## config.mk

```make
export PLATFORM = sky130hd
export DESIGN_NAME = ctrl_decode_stage_flat
export DESIGN_NICKNAME = d
export VERILOG_FILES = /design/src/rtl/ctrl_decode_stage_if.sv /design/src/rtl/ctrl_decode_stage.sv /design/src/flat_wrapper.sv
export SDC_FILE = /design/constraint.sdc
export NUM_CORES = 1
export LEC_CHECK = 0
export CAP_MARGIN = 25
export CORE_MARGIN = 2
export CORE_UTILIZATION = 58
export CTS_BUF_LIST = sky130_fd_sc_hd__clkbuf_8 sky130_fd_sc_hd__clkbuf_16
export DETAILED_ROUTE_END_ITERATION = 10
export DONT_BUFFER_PORTS = 1
export PLACE_DENSITY = 0.74
export SYNTH_ARGS = -nofsm -noshare
export SYNTH_HDL_FRONTEND = slang
export SYNTH_SLANG_ARGS = --single-unit
```

## constraint.sdc

```tcl
create_clock -name i_clk -period 2.2 [get_ports i_clk]
set_input_delay 0.44 -clock i_clk [delete_from_list [all_inputs] [get_ports i_clk]]
set_output_delay 0.44 -clock i_clk [all_outputs]
set_load 0.05 [all_outputs]
```

## src/rtl/ctrl_decode_stage_if.sv

```systemverilog
// Handshake/bus bundle between the ID stage and the main-control stage.
//   i_instruccion/i_valid  : instruction currently in ID and its qualifier
//   i_stall/i_flush        : hazard-unit hold and branch-taken kill
//   i_step_mode/i_step     : debug single-step gate
//   o_ex/o_mem/o_wb/o_valid: registered ID/EX control bundle
//   o_illegal              : one-cycle pulse, unknown opcode accepted
//   o_halt_seen/o_halted   : sticky HALT progress flags
//   o_pc_write             : combinational PC / IF-ID advance enable
interface ctrl_decode_stage_if #(
  parameter int DATA_WIDTH = 32
);
  logic [DATA_WIDTH-1:0] i_instruccion;
  logic                  i_valid;
  logic                  i_stall;
  logic                  i_flush;
  logic                  i_step_mode;
  logic                  i_step;
  logic [3:0]            o_ex;
  logic [2:0]            o_mem;
  logic [1:0]            o_wb;
  logic                  o_valid;
  logic                  o_illegal;
  logic                  o_halt_seen;
  logic                  o_halted;
  logic                  o_pc_write;

  modport master (
    output i_instruccion, i_valid, i_stall, i_flush, i_step_mode, i_step,
    input  o_ex, o_mem, o_wb, o_valid, o_illegal, o_halt_seen, o_halted, o_pc_write
  );

  modport slave (
    input  i_instruccion, i_valid, i_stall, i_flush, i_step_mode, i_step,
    output o_ex, o_mem, o_wb, o_valid, o_illegal, o_halt_seen, o_halted, o_pc_write
  );
endinterface

```

## src/rtl/ctrl_decode_stage.sv

```systemverilog
// Main-control stage of the 5-stage MIPS pipeline. Decodes the ID
// instruction into EX/MEM/WB control bundles registered at the ID/EX
// boundary, inserts bubbles on stall/flush/single-step, and runs the HALT
// drain machine (RUN -> DRAIN -> HALTED) that freezes fetch.
// Ports:
//   i_clk   : clock, all state on rising edge
//   i_reset : synchronous reset, active low
//   bus     : ctrl_decode_stage_if slave (instruction in, control bundle out)
module ctrl_decode_stage #(
  parameter int DATA_WIDTH   = 32,
  parameter int SIZEOP       = 6,
  parameter int DRAIN_CYCLES = 4
) (
  input  logic                i_clk,
  input  logic                i_reset,
  ctrl_decode_stage_if.slave  bus
);
  localparam int CW = $clog2(DRAIN_CYCLES) + 1;

  localparam logic [SIZEOP-1:0] OP_R    = SIZEOP'(6'b000000);
  localparam logic [SIZEOP-1:0] OP_LW   = SIZEOP'(6'b100011);
  localparam logic [SIZEOP-1:0] OP_SW   = SIZEOP'(6'b101011);
  localparam logic [SIZEOP-1:0] OP_BEQ  = SIZEOP'(6'b000100);
  localparam logic [SIZEOP-1:0] OP_ADDI = SIZEOP'(6'b001000);
  localparam logic [SIZEOP-1:0] OP_ANDI = SIZEOP'(6'b001100);
  localparam logic [SIZEOP-1:0] OP_ORI  = SIZEOP'(6'b001101);
  localparam logic [SIZEOP-1:0] OP_XORI = SIZEOP'(6'b001110);
  localparam logic [SIZEOP-1:0] OP_LUI  = SIZEOP'(6'b001111);
  localparam logic [SIZEOP-1:0] OP_SLTI = SIZEOP'(6'b001010);
  localparam logic [SIZEOP-1:0] OP_NOP  = SIZEOP'(6'b111000);
  localparam logic [SIZEOP-1:0] OP_HALT = SIZEOP'(6'b111111);

  typedef enum logic [1:0] {RUN = 2'd0, DRAIN = 2'd1, HALTED = 2'd2} state_t;

  state_t            state, state_nxt;
  logic [CW-1:0]     cnt, cnt_nxt;
  logic [SIZEOP-1:0] opcode;
  logic [3:0]        dec_ex;
  logic [2:0]        dec_mem;
  logic [1:0]        dec_wb;
  logic              dec_known, dec_halt;
  logic              step_ok, accept;
  logic              unused_operand_bits;

  assign opcode = bus.i_instruccion[DATA_WIDTH-1 -: SIZEOP];
  // Operand fields are decoded downstream, not here.
  assign unused_operand_bits = ^bus.i_instruccion[DATA_WIDTH-SIZEOP-1:0];

  // In step mode each i_step cycle admits one instruction; a held step
  // therefore admits one per cycle.
  assign step_ok        = ~bus.i_step_mode | bus.i_step;
  assign accept         = bus.i_valid & (state == RUN) & ~bus.i_stall & ~bus.i_flush & step_ok;
  assign bus.o_pc_write = (state == RUN) & ~bus.i_stall & step_ok;

  always_comb begin
    dec_ex    = '0;
    dec_mem   = '0;
    dec_wb    = '0;
    dec_known = 1'b1;
    dec_halt  = 1'b0;
    case (opcode)
      OP_R:   begin dec_ex = 4'b1100; dec_wb = 2'b10; end
      OP_LW:  begin dec_ex = 4'b0001; dec_mem = 3'b100; dec_wb = 2'b11; end
      OP_SW:  begin dec_ex = 4'b0001; dec_mem = 3'b010; end
      OP_BEQ: begin dec_ex = 4'b0010; dec_mem = 3'b001; end
      OP_ADDI, OP_ANDI, OP_ORI, OP_XORI, OP_LUI, OP_SLTI:
              begin dec_ex = 4'b0111; dec_wb = 2'b10; end
      OP_NOP: ;
      OP_HALT: dec_halt = 1'b1;
      default: dec_known = 1'b0;
    endcase
  end

  always_comb begin
    state_nxt = state;
    cnt_nxt   = cnt;
    case (state)
      RUN: if (accept && dec_halt) begin
        state_nxt = DRAIN;
        cnt_nxt   = CW'(DRAIN_CYCLES - 1);
      end
      DRAIN: begin
        if (cnt == '0) state_nxt = HALTED;
        else           cnt_nxt   = cnt - CW'(1);
      end
      HALTED: ;
      default: state_nxt = RUN;
    endcase
  end

  always_ff @(posedge i_clk) begin
    if (!i_reset) begin
      state           <= RUN;
      cnt             <= '0;
      bus.o_ex        <= '0;
      bus.o_mem       <= '0;
      bus.o_wb        <= '0;
      bus.o_valid     <= 1'b0;
      bus.o_illegal   <= 1'b0;
      bus.o_halt_seen <= 1'b0;
      bus.o_halted    <= 1'b0;
    end else begin
      state         <= state_nxt;
      cnt           <= cnt_nxt;
      bus.o_ex      <= accept ? dec_ex  : '0;
      bus.o_mem     <= accept ? dec_mem : '0;
      bus.o_wb      <= accept ? dec_wb  : '0;
      bus.o_valid   <= accept & dec_known;
      bus.o_illegal <= accept & ~dec_known;
      if (accept && dec_halt)               bus.o_halt_seen <= 1'b1;
      if (state == DRAIN && cnt == '0)      bus.o_halted    <= 1'b1;
    end
  end
endmodule
```

## src/flat_wrapper.sv

```systemverilog
// flat-port wrapper written by rule: the top's interface ports become plain ports
module ctrl_decode_stage_flat 
#(
  parameter int DATA_WIDTH   = 32,
  parameter int SIZEOP       = 6,
  parameter int DRAIN_CYCLES = 4
)
  (i_clk, i_reset, bus_i_instruccion, bus_i_valid, bus_i_stall, bus_i_flush, bus_i_step_mode, bus_i_step, bus_o_ex, bus_o_mem, bus_o_wb, bus_o_valid, bus_o_illegal, bus_o_halt_seen, bus_o_halted, bus_o_pc_write);
  ctrl_decode_stage_if #(.DATA_WIDTH(DATA_WIDTH)) bus_i ();
  input  logic i_clk;
  input  logic i_reset;
  input wire logic [$bits(bus_i.i_instruccion)-1:0] bus_i_instruccion;
  input wire logic [$bits(bus_i.i_valid)-1:0] bus_i_valid;
  input wire logic [$bits(bus_i.i_stall)-1:0] bus_i_stall;
  input wire logic [$bits(bus_i.i_flush)-1:0] bus_i_flush;
  input wire logic [$bits(bus_i.i_step_mode)-1:0] bus_i_step_mode;
  input wire logic [$bits(bus_i.i_step)-1:0] bus_i_step;
  output wire logic [$bits(bus_i.o_ex)-1:0] bus_o_ex;
  output wire logic [$bits(bus_i.o_mem)-1:0] bus_o_mem;
  output wire logic [$bits(bus_i.o_wb)-1:0] bus_o_wb;
  output wire logic [$bits(bus_i.o_valid)-1:0] bus_o_valid;
  output wire logic [$bits(bus_i.o_illegal)-1:0] bus_o_illegal;
  output wire logic [$bits(bus_i.o_halt_seen)-1:0] bus_o_halt_seen;
  output wire logic [$bits(bus_i.o_halted)-1:0] bus_o_halted;
  output wire logic [$bits(bus_i.o_pc_write)-1:0] bus_o_pc_write;
  assign bus_i.i_instruccion = bus_i_instruccion;
  assign bus_i.i_valid = bus_i_valid;
  assign bus_i.i_stall = bus_i_stall;
  assign bus_i.i_flush = bus_i_flush;
  assign bus_i.i_step_mode = bus_i_step_mode;
  assign bus_i.i_step = bus_i_step;
  assign bus_o_ex = bus_i.o_ex;
  assign bus_o_mem = bus_i.o_mem;
  assign bus_o_wb = bus_i.o_wb;
  assign bus_o_valid = bus_i.o_valid;
  assign bus_o_illegal = bus_i.o_illegal;
  assign bus_o_halt_seen = bus_i.o_halt_seen;
  assign bus_o_halted = bus_i.o_halted;
  assign bus_o_pc_write = bus_i.o_pc_write;
  ctrl_decode_stage #(.DATA_WIDTH(DATA_WIDTH), .SIZEOP(SIZEOP), .DRAIN_CYCLES(DRAIN_CYCLES)) u_core (.i_clk(i_clk), .i_reset(i_reset), .bus(bus_i));
endmodule
```

==> out/metrics.cfg <==
[yosys]
syn_avg_cell_area_um2=9.19
syn-num-nets=128
synth_edf_count=0
ys_seq_area_frac=0.451
synthFlopType=dfxtp_1
syn-cell-area_um2=800
ys_warn_count=0
synth.distinct_cells=32
ys_async_sr_fraction=0
synth_seq_cells=18
syn_inst=87

[sta]
fmax_mhz=491
layout_setup_ws_ns=0.165
rsz0062_at_grt=no
hold_viol=0
skew_ns=0.00140
fin_crit_ns=2.03
whs_ns=0.258
fin_crit_sh=0.925
setup_violations=0
relSlewSlack=0.665
finalSetupTns_ns=0
drv_slew=0
worst_pin_slew_ns=0.502

[clock_tree]
h-tree-depth=1
insertion_delay_ns=0.24
ctsRootBufferMaster=clkbuf_8
numCtsBuffers=3
cts.sinks=18
path_clk_slew_ns=0.06
cts_tree=done
cts_setup_buffers=0
postCtsHoldBufs=0
cts_resized=0
cts_buffer_depth=2

[setup_path]
critPathMaxFanout=4
path_cells=or4b_1 > or4b_1 > or2_4 > nor4b_2
cp_slowest_stage_delay_ns=0.55
cp_slowest_cell=or4b_1
crit_type=flop to flop
crit_required_ns=2.36
critPathLaunchType=flop
crit_path_end_kind=flop
critical_path.most_common_cell=or4b_1
path_buf_inv=0
arrival_ns=2.20
path_delay_family=simple AND/OR/NAND/NOR gates

[global_routing]
grt_pass1_wl_mm=1.93
grt_pass1_vias=486
grt_use_total=0.173
antenna_found_initial=0
grt_max_degree=14
overflow=0

[final_layout]
fin_area_um2=875
n_antenna_cell=0
drive_above_1_share=0.125
final_nets=130
area_growth_pct=9.39
final_cells=103

[drt]
ant_nets=0
drc_errors=0
dr.pass1.iters=4
avgRoutedWirePerCell_um=11.9
routed_wl_mm=1.23
dr.first_iter.drc_count=7
num_vias=611
viasPerCell=5.93

[place]
place_area_um2=820
place_congestion=0.689
place_ws_ns=0.0882
port_buffers=0
hpwl_um=943
dp_cells=99

[power_and_ir_drop]
power_frac_clock=0.415
power_switching_mw=0.119
p_per_area_mw_per_mm2=710
leakagePower_nw=0.318
seq_power_share=0.534
netSwitchingFraction=0.192
ir_drop_mv=0.361
intPower_mw=0.501
combinationalPowerShare=0.051

[die]
coreArea_mm2=0.00130
start_util=0.614
rows=13
pin_count=53
die_area_mm2=0.00169
die_y_um=41.1
die_x_um=41.1

[flow_run]
drv_cap=0

[status]
outcome=finished clean

[hold_path]
hp-class=primary input to flop

Yosys cell counts (2+ instances only):
library cell,number,area [um^2]
o21a_1,4,30.0
ha_1,2,25.0
o21ai_0,3,15.0
nor2b_1,4,25.0
clkbuf_1,4,15.0
nor4_1,4,25.0
a211oi_1,2,15.0
mux2i_1,2,20.0
dfxtp_1,18,360
nand2b_1,4,25.0
or3_1,2,12.5
or4b_1,2,20.0
inv_1,2,7.51
nor2_1,5,18.8
or2_2,2,12.5
a21oi_1,5,25.0
nand2_1,7,26.3
final timing paths:
check	start	to	slack [ns]	cells past startpoint
setup reg to reg	u_core.state[1]	u_core.bus.o_mem[0]	0.17	4
setup / recovery	u_core.state[1]	u_core.bus.o_mem[0]	0.17	4
hold reg to reg	u_core.cnt[1]	u_core.cnt[1]	0.46	2
hold / removal	bus_i_instruccion[29]	u_core.bus.o_mem[0]	0.26	1
power groups by stage:
stage | clock network [mW] | registers [mW] | logic (mW)
after floorplan | 0 | 0.338 | 0.0344
after global placement | 0 | 0.339 | 0.0310
after detailed placement | 0 | 0.339 | 0.0318
after CTS | 0.263 | 0.331 | 0.0319
after global routing | 0.275 | 0.331 | 0.0354
final | 0.258 | 0.331 | 0.0316
cells by family after synthesis:
kind of cell    count (synthesis)  share of synthesized area
compound gates                 17                      0.138
mux                             2                     0.0250
fa+ha+maj                       2                     0.0313
simple gates                   41                      0.321
buf+inv                         7                     0.0344
flops                          18                      0.451
stage by stage:
stage / utilization / total power [mW]
after floorplan: - / 0.373
after global placement: 0.630 / 0.370
after detailed placement: 0.630 / 0.370
after CTS: 0.672 / 0.626
after global routing: 0.672 / 0.641
final: 0.672 / 0.621
cell type report:
class / instances / area (um^2)
fillers: 109 / 427
inverters: 2 / 7.51
well taps: 15 / 18.8
repair buffers: 2 / 15.0
clock buffers: 4 / 55.1
flip-flops and latches: 18 / 360
multi-input cells: 62 / 418
per-layer routing:
metal / track usage / vias to the layer above / routed length, um
li1: - / 311 / -
met1: 0.191 / 281 / 493
met2: 0.301 / 17 / 640
met3: 0.0380 / 2 / 78
met4: 0.0968 / 0 / 12
met5: 0 / - / 0
flip-flops by register name, indices dropped and copies added, names as in the netlist:
| register | flops |
|---|---|
| u_core.bus.o_ex | 4 |
| u_core.bus.o_mem | 3 |
| u_core.cnt | 3 |
| u_core.bus.o_wb | 2 |
| u_core.state | 2 |
| u_core.bus.o_halt_seen | 1 |
| u_core.bus.o_halted | 1 |
| u_core.bus.o_illegal | 1 |
| u_core.bus.o_valid | 1 |
cell usage in the layout, fill, tap and decap left out, drive strengths merged, types with 2 or more instances in the layout:
cell type and instances:
nand2b 4, or2 3, o21ai 3, ha 2, dfxtp 18, nor4b 2
clkbuf 4, buf 2, nor4 4, a21oi 5, inv 2, nand2 7
o21a 4, nor2 5, mux2i 2, or3 2, or4b 2, a211oi 2
nor2b 4
Power figures use the tool's default switching activity.
